===== config.mk =====
export PLATFORM = sky130hd
export DESIGN_NAME = fetch_entry_buffer
export DESIGN_NICKNAME = d
export VERILOG_FILES = /design/src/rtl/ariane_pkg.sv /design/src/rtl/fetch_entry_buffer.sv
export SDC_FILE = /design/constraint.sdc
export NUM_CORES = 1
export LEC_CHECK = 0
export BUFFER_PORTS_ARGS = -buffer_cell sky130_fd_sc_hd__buf_2
export CAP_MARGIN = 20
export CORE_MARGIN = 10
export CORE_UTILIZATION = 64
export CTS_BUF_LIST = sky130_fd_sc_hd__clkbuf_2
export CTS_CLUSTER_DIAMETER = 150
export CTS_CLUSTER_SIZE = 40
export DETAILED_ROUTE_END_ITERATION = 8
export PLACE_DENSITY = 0.88
export RECOVER_POWER = 100
export SYNTH_ARGS = -nofsm -noshare
export SYNTH_HDL_FRONTEND = slang
export SYNTH_SLANG_ARGS = --single-unit
export TNS_END_PERCENT = 20

===== constraint.sdc =====
create_clock -name clk_i -period 7.2 [get_ports clk_i]
set_clock_uncertainty 0.05 [all_clocks]
set_input_delay 0.72 -clock clk_i [delete_from_list [all_inputs] [get_ports clk_i]]
set_output_delay 0.72 -clock clk_i [all_outputs]
set_load 0.01 [all_outputs]

===== src/rtl/ariane_pkg.sv =====
// Shared frontend types: the fetch entry handed from the instruction frontend to decode.
package ariane_pkg;

    typedef struct packed {
        logic [31:0] cause;
        logic [31:0] tval;
        logic        valid;
    } exception_t;

    typedef struct packed {
        logic [31:0] address;
        logic [31:0] instruction;
        exception_t  ex;
    } fetch_entry_t;

endpackage


===== src/rtl/fetch_entry_buffer.sv =====
// Small in-order buffer between the frontend and decode. Once an excepting entry
// is accepted, later entries are acknowledged but dropped until the next flush.
module fetch_entry_buffer
    import ariane_pkg::*;
#(
    parameter int unsigned DEPTH = 4
) (
    input  logic                     clk_i,
    input  logic                     rst_ni,
    input  logic                     flush_i,
    input  fetch_entry_t             fetch_entry_i,
    input  logic                     fetch_entry_valid_i,
    output logic                     fetch_entry_ready_o,
    output fetch_entry_t             fetch_entry_o,
    output logic                     fetch_entry_valid_o,
    input  logic                     fetch_entry_ready_i,
    output logic [$clog2(DEPTH):0]   usage_o,
    output logic                     ex_pending_o
);

    localparam int unsigned PTR_W = $clog2(DEPTH);
    localparam int unsigned CNT_W = PTR_W + 1;

    fetch_entry_t             mem_q [DEPTH];
    logic [PTR_W-1:0]         rd_ptr_q, wr_ptr_q;
    logic [CNT_W-1:0]         usage_q;
    logic                     ex_pending_q;

    logic full, push, pop, store;

    // A transfer happens on a side only when valid and ready are both high in the same
    // cycle; ready_o never looks at ready_i, so a full buffer refuses even while draining.
    assign full                = (usage_q == CNT_W'(DEPTH));
    assign fetch_entry_ready_o = !full && !flush_i;
    assign push                = fetch_entry_valid_i && fetch_entry_ready_o;
    assign pop                 = fetch_entry_valid_o && fetch_entry_ready_i;
    assign store               = push && !ex_pending_q;

    assign fetch_entry_valid_o = (usage_q != '0);
    assign fetch_entry_o       = mem_q[rd_ptr_q];
    assign usage_o             = usage_q;
    assign ex_pending_o        = ex_pending_q;

    always_ff @(posedge clk_i or negedge rst_ni) begin
        if (!rst_ni) begin
            rd_ptr_q     <= '0;
            wr_ptr_q     <= '0;
            usage_q      <= '0;
            ex_pending_q <= 1'b0;
        end else if (flush_i) begin
            rd_ptr_q     <= '0;
            wr_ptr_q     <= '0;
            usage_q      <= '0;
            ex_pending_q <= 1'b0;
        end else begin
            if (store) wr_ptr_q <= wr_ptr_q + PTR_W'(1);
            if (pop)   rd_ptr_q <= rd_ptr_q + PTR_W'(1);
            if (store && !pop)      usage_q <= usage_q + CNT_W'(1);
            else if (!store && pop) usage_q <= usage_q - CNT_W'(1);
            // Only flush or reset may clear this, even after the excepting entry drains.
            if (push && fetch_entry_i.ex.valid) ex_pending_q <= 1'b1;
        end
    end

    // Payload storage carries no reset; valid is derived solely from usage_q.
    always_ff @(posedge clk_i) begin
        if (store) mem_q[wr_ptr_q] <= fetch_entry_i;
    end

endmodule


### After elaboration in Yosys (flattened, before gate mapping)

Memory sizes are Yosys's and may differ from the RTL's.
Cells that the tools add are included.

* register bits: 8
* output and inout bits: 135
* bits in writable memories: 516
* memories kept: 1

Memories
* mem_q: depth 4, width 129, rd ports 1, clocked after Yosys merged registers in 0, wr ports 1, line fetch_entry_buffer.sv:24 `fetch_entry_t mem_q [DEPTH];`

* reductions and logical operators: 17
* $add $sub $neg: 4
* equal/unequal tests: 1
* multiplexer cells: 11

Operators with widths (number)
* $mux 3: 3
* $mux 2: 4
* $logic_and 1x1->1: 7
* $reduce_bool 2->1: 3
* $reduce_bool 3->1: 2
* $logic_not 1->1: 5
* $add 2x1->2 const B: 2
* $mux 1: 4
* $add 3x1->3 const B: 1
* $eq 3x3->1 const B: 1
* $sub 3x1->3 const B: 1

### Logic depth before layout (Yosys ltp)

Gate-level depths: netlist of run 1.

* depth in word-level cells: 10
* depth in mapped cells: 9

### Worst setup path after synthesis of run 1

Ideal clock, no wire load.

* kind: input-to-reg
* start point: in fetch_entry_valid_i
* end point: mem mem_q[0][0] in the netlist's numbering (enable)
* setup slack: 2404 ps
* required time: 6647 ps
* arrival: 4243 ps
* cell stages on the path: 3
* cells stage by stage: nand2b_1 > a211oi_4 > and2_1

* cells in the longest elaborated chain, start to end: 4

RTL lines
* from (decl): line fetch_entry_buffer.sv:12 `input logic fetch_entry_valid_i,`
* $logic_and 1x1->1: line fetch_entry_buffer.sv:35 `assign push = fetch_entry_valid_i && fetch_entry_ready_o;`
* $logic_and 1x1->1: line fetch_entry_buffer.sv:37 `assign store = push && !ex_pending_q;`
* $mux 1: line fetch_entry_buffer.sv:67 `if (store) mem_q[wr_ptr_q] <= fetch_entry_i;`
* $mux 1 (not written as such): line fetch_entry_buffer.sv:67
* to (decl): line fetch_entry_buffer.sv:24

Every way passes these cells.

==> results of run 1 <==
[cell usage in the layout, fill, tap and decap left out, drive strengths merged, types with 2 or more instances in the layout]
| cell | n |
|---|---|
| a31oi | 2 |
| and2 | 5 |
| buf | 15 |
| clkbuf | 295 |
| dfrtp | 8 |
| diode | 9 |
| dlygate4sd3 | 136 |
| edfxtp | 516 |
| ha | 4 |
| inv | 4 |
| mux2 | 2 |
| mux2i | 2 |
| mux4 | 129 |
| nand2 | 3 |
| nor2 | 10 |
| xnor2 | 2 |
| xor2 | 3 |
[power by group]
part           leakage [nW]  switching, mW  internal [mW]
sequential             4.78          0.114           3.50
combinational          1.79          0.833          0.763
clock                 0.128          0.760          0.107
[cell usage after synthesis, drive strengths merged]
cell    number  area (um^2)
edfxtp     516        15500
nor2b        1         6.26
xnor2        2         17.5
dfrtp        8          200
mux2         2         22.5
mux4       129         2910
o21ai        1         5.00
fa           1         20.0
a211oi       1         20.0
mux2i        2         20.0
xor2         3         33.8
and2         5         31.3
a21oi        1         5.00
inv          4         15.0
nand2b       1         6.26
nand3b       1         7.51
nand3        1         5.00
ha           4         50.1
a31oi        2         12.5
or3          1         6.26
buf         20          116
clkbuf      11         41.3
nor3b        1         7.51
nor2        10         37.5
o22a         1         8.76
nand2        3         11.3
[stage by stage]
step / hold WS (ps) / setup slack (ps) / utilization
6_report: 345 / 1580 / 0.748
5_1_grt: 240 / 1170 / 0.748
4_1_cts: 202 / 2310 / 0.759
3_5_place_dp: 492 / 3640 / 0.707
3_3_place_gp: 485 / 3690 / 0.707
2_1_floorplan: 374 / 2400 / -
[final timing paths]
check	startpoint	slack (ps)	end	cells after the start
min in group asynchronous	rst_ni	470	wr_ptr_q[0]	3
min	fetch_entry_i[50]	350	mem_q[2][50]	2
min reg2reg	wr_ptr_q[0]	620	wr_ptr_q[0]	2
max	rd_ptr_q[1]	1580	fetch_entry_o[33]	4
max reg2reg	ex_pending_o	1610	mem_q[3][38]	4
max in group asynchronous	rst_ni	6340	rd_ptr_q[0]	3
[logic make-up (layout without fill, tap and decap cells)]
family                     Yosys count  after routing  synth area share
AOI/OAI and AO/OA                    6              6           0.00268
xor gates and xnor gates             5              5           0.00269
adders and majority gates            5              5           0.00367
buffers and inverters               35            451           0.00904
DFF                                524            524             0.821
muxes                              133            133             0.154
other                                0              9                 0
and+or+nand+nor                     24             24           0.00622
[flip-flops by register name, indices dropped and copies added (netlist names)]
| register | flops |
|---|---|
| mem_q | 516 |
| usage_o | 3 |
| rd_ptr_q | 2 |
| wr_ptr_q | 2 |
| ex_pending_o | 1 |
[timing repair]
action	CTS	global route
setup buffers	0	0
hold buffers	136	0
endpoints found under the hold margin	532	0
[worst max-delay path: stages, from the launching register on]
cell      delay, ps
dfrtp_1        1700
buf_4           720
buf_4           690
mux4_2          450
clkbuf_1        160
[cell type report]
cell class	count	area, um^2	area share
Tap cell	390	488	0.0221
Multi-Input combinational cell	173	3230	0.146
Antenna cell	9	22.5	0.00102
Inverter	4	15.0	0.000679
Clock buffer	28	140	0.00634
Sequential cell	524	15700	0.710
Timing Repair Buffer	418	2480	0.112
Clock inverter	1	30.0	0.00136
[layer usage]
metal	share of wire	vias up	global-route usage
met3	0.081	53	0.0468
met4	0.025	2	0.0558
met5	0.00034	-	0
met1	0.36	4742	0.264
li1	-	3927	-
met2	0.53	364	0.360
==> flow_summary.yaml, run 1 <==
sta:
  finalSetupViolCount: 0
  rsz0062_at_grt: "no"
  fmax_ghz: 0.178
  relSlewSlack: -0.948
  slew_viol_final: 196
  setup_tns_ps: 0
  worst_slew_pin_slew_ps: 2920
  finalCriticalPeriod_ps: 5620
  fin_crit_sh: 0.780
  finalHoldViolCount: 0
layout:
  nFillCells: 1746
  area_delta_synth_final_pct: 15.7
  drive_above_1_share: 0.159
  nets: 1277
  final_area_um2: 22100
  final_cells: 1547
clock_network:
  cts_buffers: 17
  insertion_delay_ps: 1040
  cts_htree_levels: 1
  cts_buffer_depth: 3
  cts_resized: 0
  cts.sinks: 524
  cts_tree: "done"
  cts_root_buf: "clkbuf_2"
  cts.clk_slew.worst_paths_ps: 650
flow_run:
  cap_viol_max_count: 5
power_and_ir_drop:
  leakagePower_nw: 6.70
  irDropWorstVdd_mv: 0.250
  cellPowerDensity_nw_per_um2: 275
  fin_total_pwr_mw: 6.08
synth:
  yosys_warnings: 0
  syn_avg_cell_area_um2: 26.1
  ys_ff_latch: 524
  yosysSeqAreaShare: 0.821
  netlist_area_um2: 19100
  synthCells: 732
  syn-num-nets: 871
  ys_types: 29
route:
  vias_per_cell: 5.87
  routed_wl_um: 38700
  ant_nets: 0
  route.detailed.drc: 0
  first_iter_violations: 736
  wl_per_cell_um: 25.0
  vias: 9088
  dr.pass1.iters: 5
die:
  initial_core_util: 0.646
  row_count: 63
  die_h_um: 193
  die_area_um2: 37200
  pin_count: 269
  die_w_um: 193
  core-area_um2: 29600
placed_design:
  place_congestion: 0.788
  numPortBuffers: 268
  post_dp_cell_area_um2: 20900
  placed_cells_incl_taps: 1372
  dp_hpwl_um: 24500
global_routing:
  grt_max_degree: 53
  antenna_found_initial: 7
  grt_usage: 0.209
  grt_pass1_wl_um: 58600
  grt_overflow: 0
  grt_pass1_vias: 9811
worst_setup_path:
  end_kind: "primary output"
  worstSetupPathType: "register to primary output"
  required_ps: 6430
  crit_fanout: 52
  worstPathArrival_ps: 4850
  start_kind: "register"
status:
  status: "complete, but fails checks"
  failed_checks: "capacitance limit, slew limit"
min_path:
  hold_path_class: "input pin to register"
(Power assumes the default switching activity.)
==> run 2, diff against run 1 <==
--- a/config.mk
+++ b/config.mk
@@ -8,12 +8,12 @@
 export BUFFER_PORTS_ARGS = -buffer_cell sky130_fd_sc_hd__buf_2
 export CAP_MARGIN = 20
 export CORE_MARGIN = 10
-export CORE_UTILIZATION = 64
+export CORE_UTILIZATION = 53
 export CTS_BUF_LIST = sky130_fd_sc_hd__clkbuf_2
 export CTS_CLUSTER_DIAMETER = 150
 export CTS_CLUSTER_SIZE = 40
 export DETAILED_ROUTE_END_ITERATION = 8
-export PLACE_DENSITY = 0.88
+export PLACE_DENSITY = 0.78
 export RECOVER_POWER = 100
 export SYNTH_ARGS = -nofsm -noshare
 export SYNTH_HDL_FRONTEND = slang
==> constraint.sdc (replaced) <==
create_clock -name clk_i -period 5.1 [get_ports clk_i]
set_clock_uncertainty 0.05 [all_clocks]
set_input_delay 0.51 -clock clk_i [delete_from_list [all_inputs] [get_ports clk_i]]
set_output_delay 0.51 -clock clk_i [all_outputs]
set_load 0.01 [all_outputs]
==> run 2 against run 1 <==
The run still ends with capacitance limit, slew limit left. Die area is 19% higher. First-iteration DRC count fell by 10%. Worst hold slack worse by 200 ps. Critical path depth unchanged. Via count increased by 3.4%. Sequential share of layout area fell by 3.5 points.
==> flow_summary.yaml, run 2 (synthesis results as in run 1) <==
status:
  status: "complete, but fails checks"
  failed_checks: "capacitance limit, slew limit"
power_and_ir_drop:
  cellPowerDensity_nw_per_um2: 371
  p_sw_mw: 2.46
  leakagePower_nw: 7.25
  pwr-share-comb: 0.271
  swShare: 0.284
  pwr-share-clk: 0.141
  p_int_mw: 6.18
  seq_power_share: 0.588
  irDropWorstVdd_mv: 0.342
min_path:
  hp-start: "fetch_entry_i[97]"
  holdPathStages: 2
  hold_path_class: "input pin to register"
  min_to: "mem_q[2][97]"
global_routing:
  grt_busiest_layer: "met2"
  grt_pass1_vias: 10300
  use_met2: 0.317
  grt_max_degree: 101
  grt_pass1_wl_um: 61400
  antenna_found_initial: 4
  grt_usage: 0.179
  grt_overflow: 0
  use_met1: 0.222
  gr-usage-met3: 0.0370
clock_network:
  post-cts-setup-buffers: 0
  cts_buffer_depth: 3
  cts_buffers: 17
  cts_resized: 0
  cts.clk_slew.worst_paths_ps: 630
  insertion_delay_ps: 1050
  cts.sinks: 524
  cts_tree: "done"
  postCtsHoldBufs: 222
  cts_htree_levels: 1
  cts_root_buf: "clkbuf_2"
worst_setup_path:
  end_kind: "register"
  path_delay_family: "buffers and inverters"
  crit_fanout: 100
  worstSetupPathType: "register to register"
  cpMaxStageDelayCell: "clkbuf_4"
  cp_num_buf_inv: 1
  cp_slowest_stage_delay_ps: 1330
  r2r_cells: 4
  timing.rr.end: "mem_q[1][105]"
  required_ps: 5530
  r2r_slack_ps: 800
  r2r_start: "ex_pending_o"
  worstPathArrival_ps: 4730
  critPathLaunch: "ex_pending_o"
  start_kind: "register"
  path_cells: "nand2b_1, a211oi_1, and2_4, clkbuf_4"
die:
  initial_core_util: 0.537
  die_w_um: 210
  core-area_um2: 35600
  row_count: 69
  die_area_um2: 44000
  pin_count: 269
  die_h_um: 210
route:
  route.detailed.drc: 0
  wl_per_cell_um: 23.6
  dr.pass1.iters: 5
  routed_wl_um: 40200
  ant_nets: 0
  vias: 9398
  first_iter_violations: 661
  vias_per_cell: 5.51
placed_design:
  dp_hpwl_um: 22300
  numPortBuffers: 268
  place_congestion: 0.755
layout:
  mostFrequentLayoutCells: "516 x edfxtp_1, 239 x dlygate4sd3_1, 202 x clkbuf_1, 129 x mux4_2, 66 x buf_2"
  area_delta_synth_final_pct: 21.7
  largest-register: "mem_q"
  final_common_cell: "edfxtp_1"
  seqCellArea_um2: 15700
  drive_above_1_share: 0.189
  largest_reg_flops: 516
  nets: 1376
  multiInputGateArea_um2: 3240
  nFillCells: 2374
sta:
  finalCriticalPeriod_ps: 4300
  finalHoldWorstSlack_ps: 144
  setup_tns_ps: 0
  finalHoldViolCount: 0
  finalSetupViolCount: 0
  fmax_ghz: 0.232
  relSlewSlack: -0.0919
  slew_viol_final: 101
  fin_crit_sh: 0.844
  worst_slew_pin_slew_ps: 1640
  rsz0062_at_grt: "no"
flow_run:
  cap_viol_max_count: 1
[run 2: how the worst max path moves through the flow]
stage / cells past startpoint / slack [ps] / end
6_report: 4 / 800 / mem_q[1][105]
2_1_floorplan: 3 / 500 / mem_q[1][0]
4_1_cts: 3 / 920 / fetch_entry_o[23]
5_1_grt: 4 / 440 / mem_q[1][105]
3_3_place_gp: 5 / 2170 / mem_q[2][49]
3_5_place_dp: 5 / 2150 / mem_q[3][49]
[run 2: metrics by stage]
stage / instance area (um^2) / instances / total power, mW / worst slack (ps) / util
after CTS: 23400 / 1685 / 8.84 / 923 / 0.658
after floorplan: 19100 / 732 / 6.66 / 498 / -
after global placement: 21000 / 1440 / 7.48 / 2170 / 0.591
after global routing: 23300 / 1704 / 9.04 / 437 / 0.654
final: 23300 / 1706 / 8.64 / 795 / 0.654
after detailed placement: 21000 / 1440 / 7.50 / 2150 / 0.591
[run 2: per-layer routing]
| metal | vias to the layer above | share of wire |
|---|---|---|
| met5 | - | 0 |
| met4 | 0 | 0.025 |
| met3 | 55 | 0.072 |
| met2 | 379 | 0.53 |
| met1 | 4842 | 0.37 |
| li1 | 4122 | - |
[run 2: power groups by stage]
stage	clock network (mW)	registers [mW]	logic, mW
CTS	1.27	5.08	2.49
floorplan	0	5.08	1.58
finish	1.22	5.08	2.34
detailed placement	0	5.17	2.34
global route	1.41	5.11	2.52
global placement	0	5.15	2.33
[run 2: final cells by class]
class	instances	area share
flip-flops and latches	524	0.675
repair buffers	517	0.154
multi-input cells	173	0.139
well taps	461	0.0248
clock buffers	22	0.00473
clock inverters	1	0.00129
inverters	4	0.000646
diodes	4	0.000430
